File: src/rtl/blinky_pkg.sv
// Shared definitions for the LED pattern player: FSM states, PROM word field
// positions and the hold-time helper.
package blinky_pkg;

  typedef enum logic [2:0] {
    IDLE  = 3'd0,
    FETCH = 3'd1,
    LOAD  = 3'd2,
    SHOW  = 3'd3,
    NEXT  = 3'd4
  } state_t;

  // PROM word layout: [31] end marker, [15:8] hold in ticks, [LED_W-1:0] pattern.
  localparam int PAT_LSB  = 0;
  localparam int HOLD_LSB = 8;
  localparam int HOLD_W   = 8;
  localparam int END_BIT  = 31;

  // A hold of zero would never expire cleanly, so it is promoted to one tick.
  function automatic logic [HOLD_W-1:0] hold_eff(input logic [HOLD_W-1:0] h);
    return (h == '0) ? HOLD_W'(1) : h;
  endfunction

endpackage

File: src/rtl/tick_prescaler.sv
// Free-running tick generator: while run is high, pulses tick once every
// PRESCALE cycles. clear restarts the count at zero and wins over run.
module tick_prescaler #(
  parameter int PRESCALE = 1200000
) (
  input  logic clk,
  input  logic rst_n,
  input  logic clear,
  input  logic run,
  output logic tick
);

  localparam int CNT_W = (PRESCALE > 1) ? $clog2(PRESCALE) : 1;

  logic [CNT_W-1:0] cnt_q, cnt_d;

  // Tick on the last count of each period, only while running.
  assign tick = run && (cnt_q == CNT_W'(PRESCALE - 1));

  // Next-count logic: clear, wrap on tick, increment while running, else hold.
  always_comb begin
    // NOTE: assign a default first so every path writes cnt_d; otherwise a latch is inferred.
    cnt_d = cnt_q;
    if (clear) begin
      cnt_d = '0;
    end else if (run) begin
      cnt_d = tick ? '0 : cnt_q + 1'b1;
    end
  end

  // Count register.
  always_ff @(posedge clk or negedge rst_n) begin
    // NOTE: non-blocking assignments keep every flop sampling pre-edge values.
    if (!rst_n) cnt_q <= '0;
    else        cnt_q <= cnt_d;
  end

endmodule

File: src/rtl/led_pattern_player.sv
// Walks a registered-output pattern PROM, shows each word's LED pattern for
// its hold time in prescaled ticks, and wraps to address 0 on an end marker
// or past LAST_ADDR. All outputs come straight from flops.
module led_pattern_player #(
  parameter int ADDR_W    = 11,
  parameter int DATA_W    = 32,
  parameter int LED_W     = 8,
  parameter int LAST_ADDR = 63,
  parameter int PRESCALE  = 1200000,
  parameter int READ_LAT  = 2
) (
  input  logic              clk,
  input  logic              rst_n,
  input  logic              enable,
  input  logic              restart,
  output logic [ADDR_W-1:0] prom_addr,
  input  logic [DATA_W-1:0] prom_dout,
  output logic [LED_W-1:0]  leds,
  output logic              frame_strobe,
  output logic              busy
);

  import blinky_pkg::*;

  localparam int LAT_W = $clog2(READ_LAT + 1);

  state_t              state_q, state_d;
  logic [ADDR_W-1:0]   addr_q, addr_d;
  logic [LED_W-1:0]    leds_q, leds_d;
  logic                strobe_q, strobe_d;
  logic                busy_q, busy_d;
  logic [LAT_W-1:0]    lat_q, lat_d;
  logic [HOLD_W-1:0]   hold_q, hold_d;
  // Captured PROM word, kept as the three fields that matter.
  logic [LED_W-1:0]    wpat_q, wpat_d;
  logic [HOLD_W-1:0]   whold_q, whold_d;
  logic                wend_q, wend_d;

  logic                tick;
  logic                presc_clear;
  logic                presc_run;

  // Only pattern, hold and end-marker bits are decoded; the rest is ignored.
  logic                unused_dout;
  assign unused_dout = ^prom_dout;

  // The prescaler restarts for every new frame and on restart, and only
  // advances while a pattern is on display with play still requested.
  assign presc_clear = restart || (state_q == LOAD);
  assign presc_run   = enable && !restart && (state_q == SHOW);

  tick_prescaler #(
    .PRESCALE (PRESCALE)
  ) u_prescaler (
    .clk   (clk),
    .rst_n (rst_n),
    .clear (presc_clear),
    .run   (presc_run),
    .tick  (tick)
  );

  // Next-state and datapath: restart first, then pause, then normal play.
  always_comb begin
    state_d  = state_q;
    addr_d   = addr_q;
    leds_d   = leds_q;
    strobe_d = 1'b0;
    lat_d    = lat_q;
    hold_d   = hold_q;
    wpat_d   = wpat_q;
    whold_d  = whold_q;
    wend_d   = wend_q;

    if (restart) begin
      addr_d  = '0;
      lat_d   = '0;
      hold_d  = '0;
      state_d = enable ? FETCH : IDLE;
    end else if (!enable) begin
      // Pause: leds and address are left alone so play resumes on the same word.
      state_d = IDLE;
    end else begin
      case (state_q)
        IDLE: begin
          lat_d   = '0;
          state_d = FETCH;
        end
        FETCH: begin
          if (lat_q == LAT_W'(READ_LAT)) begin
            wpat_d  = prom_dout[PAT_LSB +: LED_W];
            whold_d = prom_dout[HOLD_LSB +: HOLD_W];
            wend_d  = prom_dout[END_BIT];
            state_d = LOAD;
          end else begin
            lat_d = lat_q + 1'b1;
          end
        end
        LOAD: begin
          leds_d   = wpat_q;
          strobe_d = 1'b1;
          hold_d   = hold_eff(whold_q);
          state_d  = SHOW;
        end
        SHOW: begin
          if (tick) begin
            hold_d = hold_q - 1'b1;
            if (hold_q == HOLD_W'(1)) state_d = NEXT;
          end
        end
        NEXT: begin
          if (wend_q || (addr_q == ADDR_W'(LAST_ADDR))) addr_d = '0;
          else                                          addr_d = addr_q + 1'b1;
          lat_d   = '0;
          state_d = FETCH;
        end
        default: state_d = IDLE;
      endcase
    end

    busy_d = (state_d != IDLE);
  end

  // State, output and counter registers.
  always_ff @(posedge clk or negedge rst_n) begin
    if (!rst_n) begin
      state_q  <= IDLE;
      addr_q   <= '0;
      leds_q   <= '0;
      strobe_q <= 1'b0;
      busy_q   <= 1'b0;
      lat_q    <= '0;
      hold_q   <= '0;
      wpat_q   <= '0;
      whold_q  <= '0;
      wend_q   <= 1'b0;
    end else begin
      state_q  <= state_d;
      addr_q   <= addr_d;
      leds_q   <= leds_d;
      strobe_q <= strobe_d;
      busy_q   <= busy_d;
      lat_q    <= lat_d;
      hold_q   <= hold_d;
      wpat_q   <= wpat_d;
      whold_q  <= whold_d;
      wend_q   <= wend_d;
    end
  end

  assign prom_addr    = addr_q;
  assign leds         = leds_q;
  assign frame_strobe = strobe_q;
  assign busy         = busy_q;

endmodule
File: config.mk
export PLATFORM = sky130hd
export DESIGN_NAME = led_pattern_player
export DESIGN_NICKNAME = d
export VERILOG_FILES = /design/src/rtl/blinky_pkg.sv /design/src/rtl/tick_prescaler.sv /design/src/rtl/led_pattern_player.sv
export SDC_FILE = /design/constraint.sdc
export NUM_CORES = 1
export LEC_CHECK = 0
export ABC_AREA = 1
export ABC_CLOCK_PERIOD_IN_PS = 4800
export CAP_MARGIN = 20
export CORE_MARGIN = 2
export CORE_UTILIZATION = 23
export CTS_BUF_LIST = sky130_fd_sc_hd__clkbuf_8
export CTS_CLUSTER_DIAMETER = 30
export DETAILED_ROUTE_END_ITERATION = 12
export DONT_BUFFER_PORTS = 1
export PLACE_DENSITY = 0.33
export SYNTH_ARGS = -nofsm -noshare
export SYNTH_HDL_FRONTEND = slang
export SYNTH_SLANG_ARGS = --single-unit
File: constraint.sdc
create_clock -name clk -period 4.8 [get_ports clk]
set_input_delay 0.24 -clock clk [delete_from_list [all_inputs] [get_ports clk]]
set_output_delay 0.24 -clock clk [all_outputs]
set_load 0.005 [all_outputs]
; ---- Word level (Yosys, flattened, before mapping)
; Cells that the tools add are included.
[op_classes]
reduce_logical = 20
magnitude_cmp = 0
addsub = 4
eq_ne = 10
n_bitwise = 1
n_div = 0
n_mul = 0
muxes = 26
n_shift = 0
[op_table]
columns = cell, n
row1 = $mux W21, 3
row2 = $mux W11, 4
row3 = $mux W8, 4
row4 = $add A21 B1 Y21 const B, 1
row5 = $eq A21 B21 Y1 const B, 1
row6 = $pmux W8 S2, 1
row7 = $mux W3, 5
row8 = $pmux W3 S4, 1
row9 = $add A11 B1 Y11 const B, 1
row10 = $eq A11 B6 Y1 const B, 1
row11 = $reduce_and A3 Y1, 3
row12 = $reduce_bool A3 Y1, 3
row13 = $eq A8 B1 Y1 const B, 1
row14 = $logic_not A8 Y1, 1
row15 = $sub A8 B1 Y8 const B, 1
row16 = $eq A3 B2 Y1 const B, 2
row17 = $mux W2, 3
row18 = $reduce_bool A2 Y1, 3
row19 = $mux W1, 4
row20 = $pmux W2 S2, 1
row21 = $reduce_and A4 Y1, 1
row22 = $eq A3 B1 Y1 const B, 1
row23 = $eq A3 B3 Y1 const B, 1
row24 = $logic_and A1 B1 Y1, 3
row25 = 10 further kinds, 11
[word_totals]
ramBits = 0
elab_cells = 72
mem_bits_ro = 0
reg_bits = 72
mem_count = 0
latch_bits = 0
in_bits = 36
out_inout_bits = 21

; ---- Longest topological paths before layout
; Gate-level depths: netlist of run 1.
[depth]
word_depth = 9
ltp_mapped = 12

; ---- By module
; Synthesis of run 1 repeated with hierarchy kept, for this count alone.
[hier_totals]
hier_cells = 521
hier_area_um2 = 4016.4
[by_module_without_submodules]
columns = module, area_each_um2, n_inst, cells_per_inst
row1 = led_pattern_player, 2676.3, 1, 341
row2 = tick_prescaler, 1340.0, 1, 180

; ---- Worst setup path after synthesis of run 1
; OpenSTA, ideal clock, no wires.
[synth_timing]
path_type = register -> register
from = register u_prescaler.cnt_q[0]
to = register hold_q[6]
path_slack_ps = 3193
t_required_ps = 4681
synth_period_minus_slack_ps = 1607
path_buffers = 1
path_stages_with_launch = 13
t_arrival_ps = 1488
setup_time_ps = 119
path_cell_list = dfrtp_1 -> ha_1 -> nand3_2 -> clkinv_2 -> nand2_2 -> nor2_4 -> nand2_4 -> nand2_8 -> nand2_4 -> clkinv_4 -> buf_12 -> nand2_1 -> o21ai_2
[synth_between]
elab_chain_len = 4
[synth_rtl]
columns = item, line
row1 = "start, declared", tick_prescaler.sv:15  ; logic [CNT_W-1:0] cnt_q, cnt_d;
row2 = "start signal, assigned", tick_prescaler.sv:35  ; else cnt_q <= cnt_d;
row3 = $eq A21 B21 Y1, tick_prescaler.sv:18  ; assign tick = run && (cnt_q == CNT_W'(PRESCALE - 1));
row4 = $logic_and A1 B1 Y1, tick_prescaler.sv:18
row5 = $ne A3 B2 Y1 (no line), --
row6 = $reduce_and A3 Y1 (no line), --
row7 = "end signal, assigned", led_pattern_player.sv:143  ; hold_q <= hold_d;
row8 = "end, declared", led_pattern_player.sv:33  ; logic [HOLD_W-1:0] hold_q, hold_d;
; No other way between the ends.
; A chain may end at the register's enable or synchronous reset.

; ---- Worst setup path after layout of run 1
[layout_timing]
from = register state_q[2]
to = register state_q[1]
[layout_between]
elab_chain_len = 7
elab_cells_between_ends = 12
classes_between = eq/ne: 4 / mux: 4 / reduce/logical: 4
[layout_rtl]
columns = item, line
row1 = "start, declared", led_pattern_player.sv:27  ; state_t state_q, state_d;
row2 = "start signal, assigned", led_pattern_player.sv:137  ; state_q <= state_d;
row3 = $eq A3 B2 Y1, "led_pattern_player.sv:50, led_pattern_player.sv:83"
row4 = $logic_and A1 B1 Y1, led_pattern_player.sv:50  ; assign presc_run = enable && !restart && (state_q == SHOW);
row5 = $logic_and A1 B1 Y1, tick_prescaler.sv:18
row6 = $mux W3, led_pattern_player.sv:105  ; if (tick) begin
row7 = $pmux W3 S4 (*), led_pattern_player.sv:83  ; case (state_q)
row8 = $mux W3 (*), led_pattern_player.sv:79  ; end else if (!enable) begin
row9 = $mux W3 (*), led_pattern_player.sv:74  ; if (restart) begin
row10 = named net state_d[1], led_pattern_player.sv:27
; The timed path passes the listed nets; every way through them passes the cells marked *.

==> results of run 1 <==
## critical path, stage by stage (launching register included)
cell and delay (ns):
sky130_fd_sc_hd__dfrtp_1 0.46, sky130_fd_sc_hd__nor2_2 0.42, sky130_fd_sc_hd__nand2_2 0.19, sky130_fd_sc_hd__nor2_4 0.19
sky130_fd_sc_hd__nand3_1 0.13, sky130_fd_sc_hd__nand2_1 0.10, sky130_fd_sc_hd__nand2_1 0.08, sky130_fd_sc_hd__nand2_1 0.06
sky130_fd_sc_hd__nor2_1 0.04, sky130_fd_sc_hd__dlygate4sd3_1 0.54
## cell type report
type                       instances  area, µm²
fill                            1849      12200
sequential                        72       1800
multi-input combinational        341       1770
inverter                          72        282
tap                              220        275
clock buffer                      10        138
timing repair buffer               7       87.6
clock inverter                     6       43.8
## final timing paths
check | endpoint | slack, ns
worst max-delay path | state_q[1] | 2.48
worst min-delay path | whold_q[3] | 0.02
worst max register to register | state_q[1] | 2.48
worst min register to register | leds[7] | 0.47
max in group asynchronous | prom_addr[4] | 4.06
min in group asynchronous | u_prescaler.cnt_q[15] | 0.42
## logic make-up (layout without fill, tap and decap cells)
group / Yosys count / count (layout) / synth area share
AND/OR/NAND/NOR: 248 / 248 / 0.296
buffers and inverters: 80 / 95 / 0.0854
AO/OA/AOI/OAI: 74 / 74 / 0.106
flip-flops: 72 / 72 / 0.461
XOR/XNOR: 8 / 8 / 0.0179
multiplexers: 6 / 6 / 0.0173
adder cells (fa/ha/maj): 5 / 5 / 0.0160
## synthesized netlist by cell type, types with 2 or more instances
library cell and instances:
sky130_fd_sc_hd__a31oi_1 2, sky130_fd_sc_hd__nand2_2 4, sky130_fd_sc_hd__o21bai_1 2, sky130_fd_sc_hd__nand2_1 97, sky130_fd_sc_hd__nand3_2 5, sky130_fd_sc_hd__nor2_4 4, sky130_fd_sc_hd__nand3_1 26, sky130_fd_sc_hd__nor2_2 5
sky130_fd_sc_hd__o21ai_0 22, sky130_fd_sc_hd__dfrtp_1 72, sky130_fd_sc_hd__ha_1 5, sky130_fd_sc_hd__o21ai_1 7, sky130_fd_sc_hd__o22ai_1 3, sky130_fd_sc_hd__a21oi_1 27, sky130_fd_sc_hd__xor2_1 7, sky130_fd_sc_hd__nor3_2 2
sky130_fd_sc_hd__nor2_1 69, sky130_fd_sc_hd__mux2_2 6, sky130_fd_sc_hd__clkbuf_1 4, sky130_fd_sc_hd__buf_2 2, sky130_fd_sc_hd__inv_4 2, sky130_fd_sc_hd__nand4_1 12, sky130_fd_sc_hd__o21a_1 3, sky130_fd_sc_hd__o21ai_2 4
sky130_fd_sc_hd__inv_1 67, sky130_fd_sc_hd__nand2_4 3, sky130_fd_sc_hd__nor3_1 17
## through the flow
stage / instances / worst slack (ns) / total power, µW / instance area [µm²]
floorplan: 493 / 3.19 / 817 / 3910
global placement: 705 / 2.66 / 851 / 4130
detailed placement: 705 / 2.67 / 851 / 4130
CTS: 727 / 2.44 / 1350 / 4390
global route: 728 / 2.26 / 1400 / 4400
finish: 728 / 2.48 / 1320 / 4400
## power by group through the flow
stage	registers (µW)	clock network (µW)	logic, µW
after floorplan	693	0	124
after global placement	705	0	146
after detailed placement	704	0	147
after CTS	693	486	167
after global routing	700	510	191
final	691	468	164
## routing by layer
metal / global-route usage / vias to the layer above
met1: 0.151 / 1483
met3: 0.0336 / 13
met4: 0.0532 / 0
met2: 0.183 / 60
li1: - / 1613
met5: 0 / -
## registers in the layout, summed over array words and instances, names as in the netlist
name,count
prom_addr,11
frame_strobe,1
whold_q,8
state_q,3
wpat_q,8
lat_q,2
u_prescaler.cnt_q,21
hold_q,8
busy,1
leds,8
wend_q,1
## what timing repair did
item                       in CTS  in global routing
setup endpoints to repair       0                  0
hold buffers                    6                  1
hold endpoints to repair       75                  1
resized for setup               0                  0
==> out/summary.log, run 1 <==
INFO  grt            global_route_wire_length_before_repair=16.6mm
INFO  synth          synth.lib_cells_used.distinct=41
INFO  drt            dr_total_vias=3169
INFO  cts            cts-root-to-sink-buffers=2
INFO  power_and_ir_drop irDropWorstVdd=0.116mV
INFO  floorplan      die_h=134µm
INFO  cells_and_area post_route_cells_drive_above_1_share=0.110
INFO  drt            drcViolationCount=0
INFO  drt            drt_pre_antenna_iters=4
INFO  synth          async_reset_ff_frac=1.00
INFO  power_and_ir_drop power.density=300nW/µm²
INFO  synth          synth_seq_cells=72
INFO  grt            grt_overflow=0
INFO  drt            wire_length_per_cell=13.6µm
INFO  power_and_ir_drop internal_power=924µW
INFO  worst_hold_path whs_path_depth=1
INFO  synth          yosysTopAreaCell=sky130_fd_sc_hd__dfrtp_1
INFO  floorplan      chipWidth=134µm
INFO  grt            grt_pass1_vias=3221
INFO  floorplan      core_region_area=16600µm²
INFO  synth          synth-warning-count=0
INFO  job            maxCapViolations=0
INFO  floorplan      fp-row-count=47
INFO  drt            met2RoutedLength=4.53mm
INFO  worst_hold_path hold_path_startpoint=prom_dout[11]
INFO  grt            pin_count_of_the_biggest_net_entering_global_routing=73
INFO  timing         worst_slew_pin_slew=0.744ns
INFO  timing         totalNegativeSetupSlack=0ns
INFO  power_and_ir_drop power_switching_share=0.301
INFO  grt            global_route.usage.total=0.117
INFO  timing         timing.slew.headroom=0.502
INFO  worst_hold_path min_path_type=input pin to flop
INFO  timing         final-setup-viol-count=0
INFO  synth          ys.flop_type=sky130_fd_sc_hd__dfrtp_1
INFO  floorplan      effective_utilization_at_floorplan=0.236
INFO  worst_setup_path critical_path_peak_fanout=11
INFO  synth          synth_enable_flop_cells=0
INFO  cts            tritoncts=built
INFO  placed_design  globalplace.congestion=0.790
INFO  floorplan      design.portCount=57
INFO  cells_and_area layout.nets=544
INFO  cts            cts_sinks=72
INFO  timing         maxClockFrequency=431MHz
INFO  synth          synth_fp_nets=534
INFO  synth          synth.yosys.seq_area_share=0.461
INFO  drt            wl=9.92mm
INFO  power_and_ir_drop sequentialPowerShare=0.523
INFO  power_and_ir_drop net-switching-power=398µW
INFO  cells_and_area fin_util=0.265
INFO  status         outcome=complete, no violations
INFO  power_and_ir_drop comb_power_share=0.124
INFO  timing         final-hold-violation-count=0
INFO  timing         finalMaxSlewViolations=0
INFO  drt            routed-wl-met3=530µm
INFO  placed_design  port_buffers=0
INFO  synth          synth.avg_cell_area=7.93µm²
INFO  drt            drtAntennaViolNets=0
INFO  worst_setup_path crit_start=state_q[2]
INFO  worst_setup_path timing_worst_setup_path_type=flop to flop
INFO  cts            cts.repair_timing.setup_buffer_count=0
INFO  worst_setup_path startpoint_type=flop
INFO  drt            topRoutingLayerUsed=met4
INFO  worst_setup_path r2r_start=state_q[2]
INFO  placed_design  dp.final_hpwl=7.18mm
INFO  floorplan      design.die.area=18100µm²
INFO  cells_and_area mostFrequentLayoutCells=97 x sky130_fd_sc_hd__nand2_1, 72 x sky130_fd_sc_hd__dfrtp_1, 69 x sky130_fd_sc_hd__nor2_1
INFO  cts            clkTransAtPathRegs=0.08ns
INFO  synth          synth.cell_area=3910µm²
INFO  timing         fin_skew=0.00681ns
INFO  cells_and_area final_common_cell=sky130_fd_sc_hd__nand2_1
INFO  worst_setup_path cp_data_arrival_time=2.57ns
INFO  cells_and_area flow.area_growth_from_synthesis=12.6%
INFO  synth          synth_cells=493
INFO  cts            tritoncts.num_buffers=9
INFO  drt            drt-initial-drc-count=113
INFO  worst_setup_path endpoint_kind=flop
INFO  drt            post_drt_via_cell_ratio=4.35
INFO  synth          yosysTopAreaCellShare=0.461
INFO  synth          synth.top_cells.by_area=sky130_fd_sc_hd__dfrtp_1 46%, sky130_fd_sc_hd__nand2_1 9.3%, sky130_fd_sc_hd__nor2_1 6.6%
INFO  timing         shortest_period_the_worst_path_allows=2.32ns
INFO  timing         hold-worst-slack=0.0224ns
INFO  power_and_ir_drop leakage=0.00199µW
INFO  cts            clock_tree.htree_level_count=3
INFO  timing         rsz0062_at_grt=no
INFO  grt            initial_antenna_violation_count=0
INFO  cts            clock_tree.root_cell=sky130_fd_sc_hd__clkbuf_8
INFO  worst_setup_path worst_r2r_path_depth=9
INFO  cells_and_area antenna_diode_count=0
INFO  drt            m1WireLength=4.67mm
INFO  worst_setup_path critical_path_required=5.05ns
INFO  timing         period_share=0.483
INFO  power_and_ir_drop power.share.clock=0.354
INFO  cts            clk_latency=0.37ns
Note: power is estimated with default switching activity, not from simulation.
==> run 2: changes to the inputs <==
Settings changed: ABC_CLOCK_PERIOD_IN_PS 4800 to 1950, PLACE_DENSITY 0.33 to 0.34.
Clock period 4.8 ns to 1.95 ns, I/O delays scaled along.
==> run 2 against run 1 <==
- the flow now finishes with violations (hold timing)
- sequential power grew 150%
- total power grew to 2.5 times the previous value
- final area grew 4.7%
- largest cell class unchanged
- non-clock buffer count grew 22
- wire length grew 1.8%
==> out/summary.log, run 2 (synthesis results as in run 1) <==
INFO  cts            tritoncts.num_buffers=9 [unchanged]
INFO  grt            grt_pass1_vias=3226 [+0.16%]
INFO  worst_setup_path crit_top_cell=sky130_fd_sc_hd__nand2_1
INFO  placed_design  dp.final_hpwl=7.35mm [+2.4%]
INFO  worst_setup_path worst_r2r_path_depth=10 [+1]
INFO  grt            global_route.usage.total=0.119 [+0.00186]
INFO  grt            global_route_wire_length_before_repair=16.8mm [+1.2%]
INFO  cells_and_area mostFrequentLayoutCells=97 x sky130_fd_sc_hd__nand2_1, 72 x sky130_fd_sc_hd__dfrtp_1, 68 x sky130_fd_sc_hd__inv_1, 68 x sky130_fd_sc_hd__nor2_1, 27 x sky130_fd_sc_hd__a21oi_1
INFO  placed_design  port_buffers=0 [unchanged]
INFO  worst_setup_path critical_path_peak_fanout=5 [-6]
INFO  worst_setup_path critical_path_required=2.19ns [-2.86 ns]
INFO  power_and_ir_drop irDropWorstVdd=0.246mV [+110%]
INFO  worst_setup_path crit_path_top_delay_cell=sky130_fd_sc_hd__dfrtp_1
INFO  worst_setup_path cp_data_arrival_time=2.00ns [-0.57 ns]
INFO  worst_setup_path setup.reg_to_reg.worst_slack=0.20ns [-2.29 ns]
INFO  drt            drcViolationCount=0 [unchanged]
INFO  worst_setup_path timing_worst_setup_path_type=flop to flop
INFO  drt            wire_length_per_cell=13.5µm [-1.1%]
INFO  floorplan      core_region_area=16600µm² [unchanged]
INFO  status         failed_checks=hold timing
INFO  worst_setup_path r2r_start=u_prescaler.cnt_q[0]
INFO  timing         worst_slew_pin_slew=0.479ns [-0.265 ns]
INFO  floorplan      fp-row-count=47 [unchanged]
INFO  timing         finalMaxSlewViolations=0 [unchanged]
INFO  floorplan      chipWidth=134µm [unchanged]
INFO  timing         shortest_period_the_worst_path_allows=1.75ns [-0.563 ns]
INFO  timing         totalNegativeSetupSlack=0ns [unchanged]
INFO  floorplan      design.portCount=57 [unchanged]
INFO  drt            drtAntennaViolNets=0 [unchanged]
INFO  cells_and_area fin_util=0.278 [+0.0125]
INFO  cells_and_area layout.nets=566 [+4.0%]
INFO  placed_design  globalplace.congestion=0.828 [+4.8%]
INFO  drt            drt_pre_antenna_iters=4 [unchanged]
INFO  cells_and_area finish.cell_count_without_fillers=749 [+2.9%]
INFO  power_and_ir_drop power.density=721nW/µm² [+140%]
INFO  worst_setup_path cpLargestDelayFamily=simple AND/OR/NAND/NOR gates
INFO  worst_hold_path timing.hold.worst_endpoint=prom_addr[10]
INFO  cells_and_area max_flop_register=u_prescaler.cnt_q
INFO  drt            drt-initial-drc-count=121 [+7.1%]
INFO  worst_hold_path min_path_type=input pin to flop
INFO  drt            post_drt_via_cell_ratio=4.39 [+0.94%]
INFO  timing         final-hold-violation-count=1 [+1]
INFO  cts            clock_tree.htree_level_count=3 [unchanged]
INFO  placed_design  dp.cells=713 [+1.1%]
INFO  cts            cts-root-to-sink-buffers=2 [unchanged]
INFO  cts            clk_latency=0.36ns [about the same]
INFO  timing         timing.slew.headroom=0.680 [+0.178]
INFO  status         outcome=finished with violations
INFO  grt            initial_antenna_violation_count=0 [unchanged]
INFO  floorplan      die_h=134µm [unchanged]
INFO  timing         rsz0062_at_grt=no
INFO  cts            tritoncts=built
INFO  cells_and_area post_route_cells_drive_above_1_share=0.119 [+0.00886]
INFO  worst_setup_path critical_path.n_buffers_inverters=1 [unchanged]
INFO  cells_and_area largest_reg_flops=21 [unchanged]
INFO  grt            grt_overflow=0 [unchanged]
INFO  timing         hold-worst-slack=-0.00220ns [-0.0246 ns]
INFO  cts            clkTransAtPathRegs=0.08ns [about the same]
INFO  worst_setup_path startpoint_type=flop
INFO  worst_setup_path worstReg2RegEnd=busy
INFO  cells_and_area final_common_cell=sky130_fd_sc_hd__nand2_1
INFO  timing         maxClockFrequency=570MHz [+32%]
INFO  cells_and_area antenna_diode_count=0 [unchanged]
INFO  drt            dr_total_vias=3291 [+3.8%]
INFO  power_and_ir_drop design_power_total=3320µW [+150%]
INFO  floorplan      effective_utilization_at_floorplan=0.236 [unchanged]
INFO  grt            pin_count_of_the_biggest_net_entering_global_routing=73 [unchanged]
INFO  cts            clock_tree.root_cell=sky130_fd_sc_hd__clkbuf_8
INFO  floorplan      design.die.area=18100µm² [unchanged]
INFO  cts            cts_sinks=72 [unchanged]
INFO  worst_setup_path crit_chain=ha_1 -> nand3_2 -> clkinv_2 -> nand2_2 -> nor2_4 -> nand3_1 -> nand2_1 -> nand2_1 -> o21bai_1 -> nand2_1
INFO  drt            wl=10.1mm [+1.8%]
INFO  timing         fin_skew=0.00967ns [+0.00286 ns]
INFO  worst_setup_path endpoint_kind=flop
INFO  power_and_ir_drop leakage=0.00209µW [+5.2%]
INFO  worst_hold_path hold_path_startpoint=restart
INFO  timing         final-setup-viol-count=0 [unchanged]
INFO  job            maxCapViolations=0 [unchanged]
INFO  worst_setup_path worst_path_largest_cell_delay=0.40ns [-0.14 ns]
INFO  timing         period_share=0.900 [+0.417]
INFO  cells_and_area flow.area_growth_from_synthesis=17.9%
INFO  worst_hold_path whs_path_depth=3 [+2]
==> run 2: per-stage QoR <==
step | cell area [µm²] | setup slack, ns
2_1_floorplan | 3910 | 0.343
3_3_place_gp | 4190 | 0.205
3_5_place_dp | 4190 | 0.197
4_1_cts | 4610 | 0.180
5_1_grt | 4610 | 0.0209
6_report | 4610 | 0.195
==> run 2: tightest hold or removal path, stage by stage <==
cell and delay (ns):
sky130_fd_sc_hd__nor2_2 0.08, sky130_fd_sc_hd__nand2_1 0.07, sky130_fd_sc_hd__o21ai_0 0.07
==> run 2: cell type report <==
| cell class | instances | area [µm²] |
|---|---|---|
| clock buffers | 10 | 138 |
| clock inverters | 5 | 48.8 |
| fillers | 1857 | 12000 |
| inverters | 72 | 282 |
| multi-input cells | 341 | 1780 |
| flip-flops and latches | 72 | 1800 |
| well taps | 220 | 275 |
| repair buffers | 29 | 288 |
==> run 2: how the worst max path moves through the flow <==
stage,start,slack (ns),endpoint,cells after the start
finish,u_prescaler.cnt_q[0],0.20,busy,10
global route,prom_addr[1],0.02,prom_addr[2],8
CTS,u_prescaler.cnt_q[0],0.18,u_prescaler.cnt_q[17],10
detailed placement,u_prescaler.cnt_q[0],0.20,u_prescaler.cnt_q[17],10
global placement,state_q[2],0.21,u_prescaler.cnt_q[13],10
floorplan,u_prescaler.cnt_q[0],0.34,hold_q[6],12
==> run 2: power by group <==
part	total, µW	switching (µW)	internal (µW)
clock	1190	581	608
combinational	435	260	175
sequential	1700	78.1	1620
total	3320	919	2410
==> run 2: layer usage <==
| metal | share of wire | vias to the layer above | GRT usage |
|---|---|---|---|
| li1 | - | 1660 | - |
| met2 | 0.43 | 52 | 0.179 |
| met5 | 0 | - | 0 |
| met4 | 0.023 | 0 | 0.0561 |
| met1 | 0.50 | 1564 | 0.164 |
| met3 | 0.042 | 15 | 0.0253 |
==> run 2: timing repair <==
item                                    4_1_cts  5_1_grt
endpoints found under the setup margin        0        1
hold endpoints to repair                    103        0
resized for setup                             0        1
setup buffers                                 0        0
hold buffers                                 21        0
==> run 3: changes to the inputs <==
Settings changed: BUFFER_PORTS_ARGS set to -buffer_cell sky130_fd_sc_hd__buf_2, CELL_PAD_IN_SITES_DETAIL_PLACEMENT set to 0, CELL_PAD_IN_SITES_GLOBAL_PLACEMENT set to 2, DONT_BUFFER_PORTS 1 to unset, PLACE_DENSITY 0.34 to 0.57.
==> run 3 against run 2 <==
- the flow now finishes without violations
- cell count is 5.2% higher
- final area up 3.6%
- total power fell by 0.49%
- largest cell class unchanged
- via count is 1.8% higher
- wire length is 1.7% higher
==> out/summary.log, run 3 (synthesis results as in run 1) <==
INFO  status         outcome=complete, no violations
INFO  power_and_ir_drop irDropWorstVdd=0.248mV [+0.62%]
INFO  drt            drcViolationCount=0 [unchanged]
INFO  worst_setup_path worstReg2RegEnd=prom_addr[7]
INFO  cells_and_area layout.nets=604 [+6.7%]
INFO  floorplan      effective_utilization_at_floorplan=0.236 [unchanged]
INFO  placed_design  placedInstanceArea=4410µm² [+5.1%]
INFO  worst_setup_path crit_start=prom_addr[0]
INFO  cts            clk_latency=0.37ns [about the same]
INFO  power_and_ir_drop leakage=0.00225µW [+7.4%]
INFO  floorplan      die_h=134µm [unchanged]
INFO  power_and_ir_drop power_switching_share=0.306 [+0.0300]
INFO  worst_setup_path startpoint_type=flop
INFO  cts            tritoncts.num_buffers=9 [unchanged]
INFO  placed_design  port_buffers=41 [+41]
INFO  grt            global_route.usage.total=0.124 [+0.00504]
INFO  floorplan      design.portCount=57 [unchanged]
INFO  timing         finalWorstSetupSlack=0.204ns [+0.00889 ns]
INFO  power_and_ir_drop sequentialPowerShare=0.510 [-0.002]
INFO  placed_design  globalplace.congestion=0.811 [-2.1%]
INFO  cells_and_area post_route_cells_drive_above_1_share=0.183 [+0.0640]
INFO  drt            wire_length_per_cell=13.0µm [-3.4%]
INFO  cts            cts-root-to-sink-buffers=2 [unchanged]
INFO  timing         timing.slew.headroom=0.471 [-0.209]
INFO  timing         hold-worst-slack=0.0971ns [+0.0993 ns]
INFO  grt            grt_overflow=0 [unchanged]
INFO  cells_and_area finish.instance_area=4770µm² [+3.6%]
INFO  cts            clock_tree.htree_level_count=3 [unchanged]
INFO  timing         finalMaxSlewViolations=0 [unchanged]
INFO  timing         fin_skew=0.0114ns [+0.00168 ns]
INFO  cells_and_area final_common_cell=sky130_fd_sc_hd__nand2_1
INFO  drt            post_drt_via_cell_ratio=4.25 [-3.2%]
INFO  worst_setup_path critical_path_required=2.24ns [+0.05 ns]
INFO  cells_and_area flow.area_growth_from_synthesis=22.1%
INFO  power_and_ir_drop power.density=693nW/µm² [-3.9%]
INFO  worst_setup_path worst_r2r_path_depth=8 [-2]
INFO  floorplan      core_region_area=16600µm² [unchanged]
INFO  timing         final-hold-violation-count=0 [-1]
INFO  floorplan      fp-row-count=47 [unchanged]
INFO  worst_setup_path cp_data_arrival_time=2.04ns [+0.04 ns]
INFO  drt            drt-initial-drc-count=103 [-15%]
INFO  power_and_ir_drop internal_power=2290µW [-4.6%]
INFO  cells_and_area max_flop_register=u_prescaler.cnt_q
INFO  floorplan      design.die.area=18100µm² [unchanged]
INFO  drt            dr_total_vias=3351 [+1.8%]
INFO  power_and_ir_drop design_power_total=3310µW [-0.49%]
INFO  timing         worst_slew_pin_slew=0.791ns [+0.311 ns]
INFO  grt            global_route_wire_length_before_repair=17.5mm [+4.6%]
INFO  power_and_ir_drop net-switching-power=1010µW [+10%]
INFO  timing         shortest_period_the_worst_path_allows=1.75ns [-0.00889 ns]
INFO  worst_setup_path timing_worst_setup_path_type=flop to flop
INFO  worst_setup_path critical_path_peak_fanout=5 [unchanged]
INFO  placed_design  place_worst_setup_slack=0.178ns [-0.0187 ns]
INFO  cells_and_area antenna_diode_count=0 [unchanged]
INFO  timing         totalNegativeSetupSlack=0ns [unchanged]
INFO  grt            initial_antenna_violation_count=0 [unchanged]
INFO  drt            drtAntennaViolNets=0 [unchanged]
INFO  cts            clock_tree.root_cell=sky130_fd_sc_hd__clkbuf_8
INFO  cells_and_area largest_reg_flops=21 [unchanged]
INFO  timing         maxClockFrequency=573MHz [+0.51%]
INFO  worst_setup_path endpoint_kind=flop
INFO  grt            pin_count_of_the_biggest_net_entering_global_routing=48 [-34%]
INFO  cts            clkTransAtPathRegs=0.08ns [about the same]
INFO  drt            wl=10.3mm [+1.7%]
INFO  worst_setup_path r2r_start=prom_addr[0]
INFO  timing         period_share=0.895 [-0.00456]
INFO  worst_hold_path min_path_type=input pin to flop
INFO  cts            cts_sinks=72 [unchanged]
INFO  cells_and_area mostFrequentLayoutCells=97 x sky130_fd_sc_hd__nand2_1, 72 x sky130_fd_sc_hd__dfrtp_1, 69 x sky130_fd_sc_hd__nor2_1
INFO  timing         rsz0062_at_grt=no
INFO  power_and_ir_drop comb_power_share=0.146 [+0.015]
INFO  grt            grt_pass1_vias=3404 [+5.5%]
INFO  worst_hold_path hold_path_startpoint=restart
INFO  floorplan      chipWidth=134µm [unchanged]
INFO  worst_hold_path timing.hold.worst_endpoint=state_q[1]
INFO  job            maxCapViolations=0 [unchanged]
INFO  cts            tritoncts=built
INFO  worst_hold_path whs_path_depth=2 [-1]
INFO  timing         final-setup-viol-count=0 [unchanged]
INFO  placed_design  dp.final_hpwl=7.57mm [+3.1%]
INFO  power_and_ir_drop power.share.clock=0.344 [-0.014]
INFO  worst_setup_path setup.reg_to_reg.worst_slack=0.20ns [about the same]
INFO  drt            drt_pre_antenna_iters=4 [unchanged]
==> run 3: power groups by stage <==
stage | combinational [µW] | sequential [µW] | clock (µW)
3_3_place_gp | 463 | 1720 | 0
6_report | 482 | 1690 | 1140
5_1_grt | 565 | 1710 | 1280
2_1_floorplan | 305 | 1710 | 0
3_5_place_dp | 466 | 1720 | 0
4_1_cts | 498 | 1690 | 1200
==> run 3: layer usage <==
metal  part of all wire  vias up  wire [µm]  track usage
met2               0.46       38       4720        0.198
li1                   -     1729          -            -
met4              0.018        0        189       0.0509
met5                  0        -          0            0
met1               0.49     1572       5080        0.167
met3              0.027       12        281       0.0208
==> run 3: worst max path at each step <==
stage	end	slack [ns]	depth (start not counted)
after detailed placement	u_prescaler.cnt_q[17]	0.18	10
after global placement	busy	0.17	10
final	prom_addr[7]	0.20	8
after global routing	prom_addr[9]	0.007	5
after CTS	hold_q[0]	0.16	11
after floorplan	hold_q[6]	0.34	12
==> run 3: repair_timing <==
item,4_1_cts,5_1_grt
endpoints found under the setup margin,0,1
hold endpoints to repair,64,0
gates resized for setup,0,1
hold buffers,19,0
buffers inserted,0,0
==> run 3: final cells by class <==
class / count / area (µm²)
Fill cell: 1846 / 11800
Sequential cell: 72 / 1800
Multi-Input combinational cell: 341 / 1780
Timing Repair Buffer: 67 / 463
Inverter: 72 / 282
Tap cell: 220 / 275
Clock buffer: 9 / 124
Clock inverter: 7 / 52.6
==> run 3: stage by stage <==
| step | utilization | cells |
|---|---|---|
| 4_1_cts | 0.288 | 788 |
| 2_1_floorplan | - | 493 |
| 5_1_grt | 0.288 | 788 |
| 3_5_place_dp | 0.266 | 753 |
| 3_3_place_gp | 0.266 | 753 |
| 6_report | 0.288 | 788 |
==> run 3: critical path: stages, from the launching register on <==
cell and delay (ns):
sky130_fd_sc_hd__dfrtp_1 0.43, sky130_fd_sc_hd__ha_1 0.26, sky130_fd_sc_hd__nand3_1 0.11, sky130_fd_sc_hd__nor2_1 0.08, sky130_fd_sc_hd__nand4_1 0.08, sky130_fd_sc_hd__nand2_1 0.11, sky130_fd_sc_hd__nor2_1 0.27, sky130_fd_sc_hd__inv_1 0.16
sky130_fd_sc_hd__o21ai_0 0.18
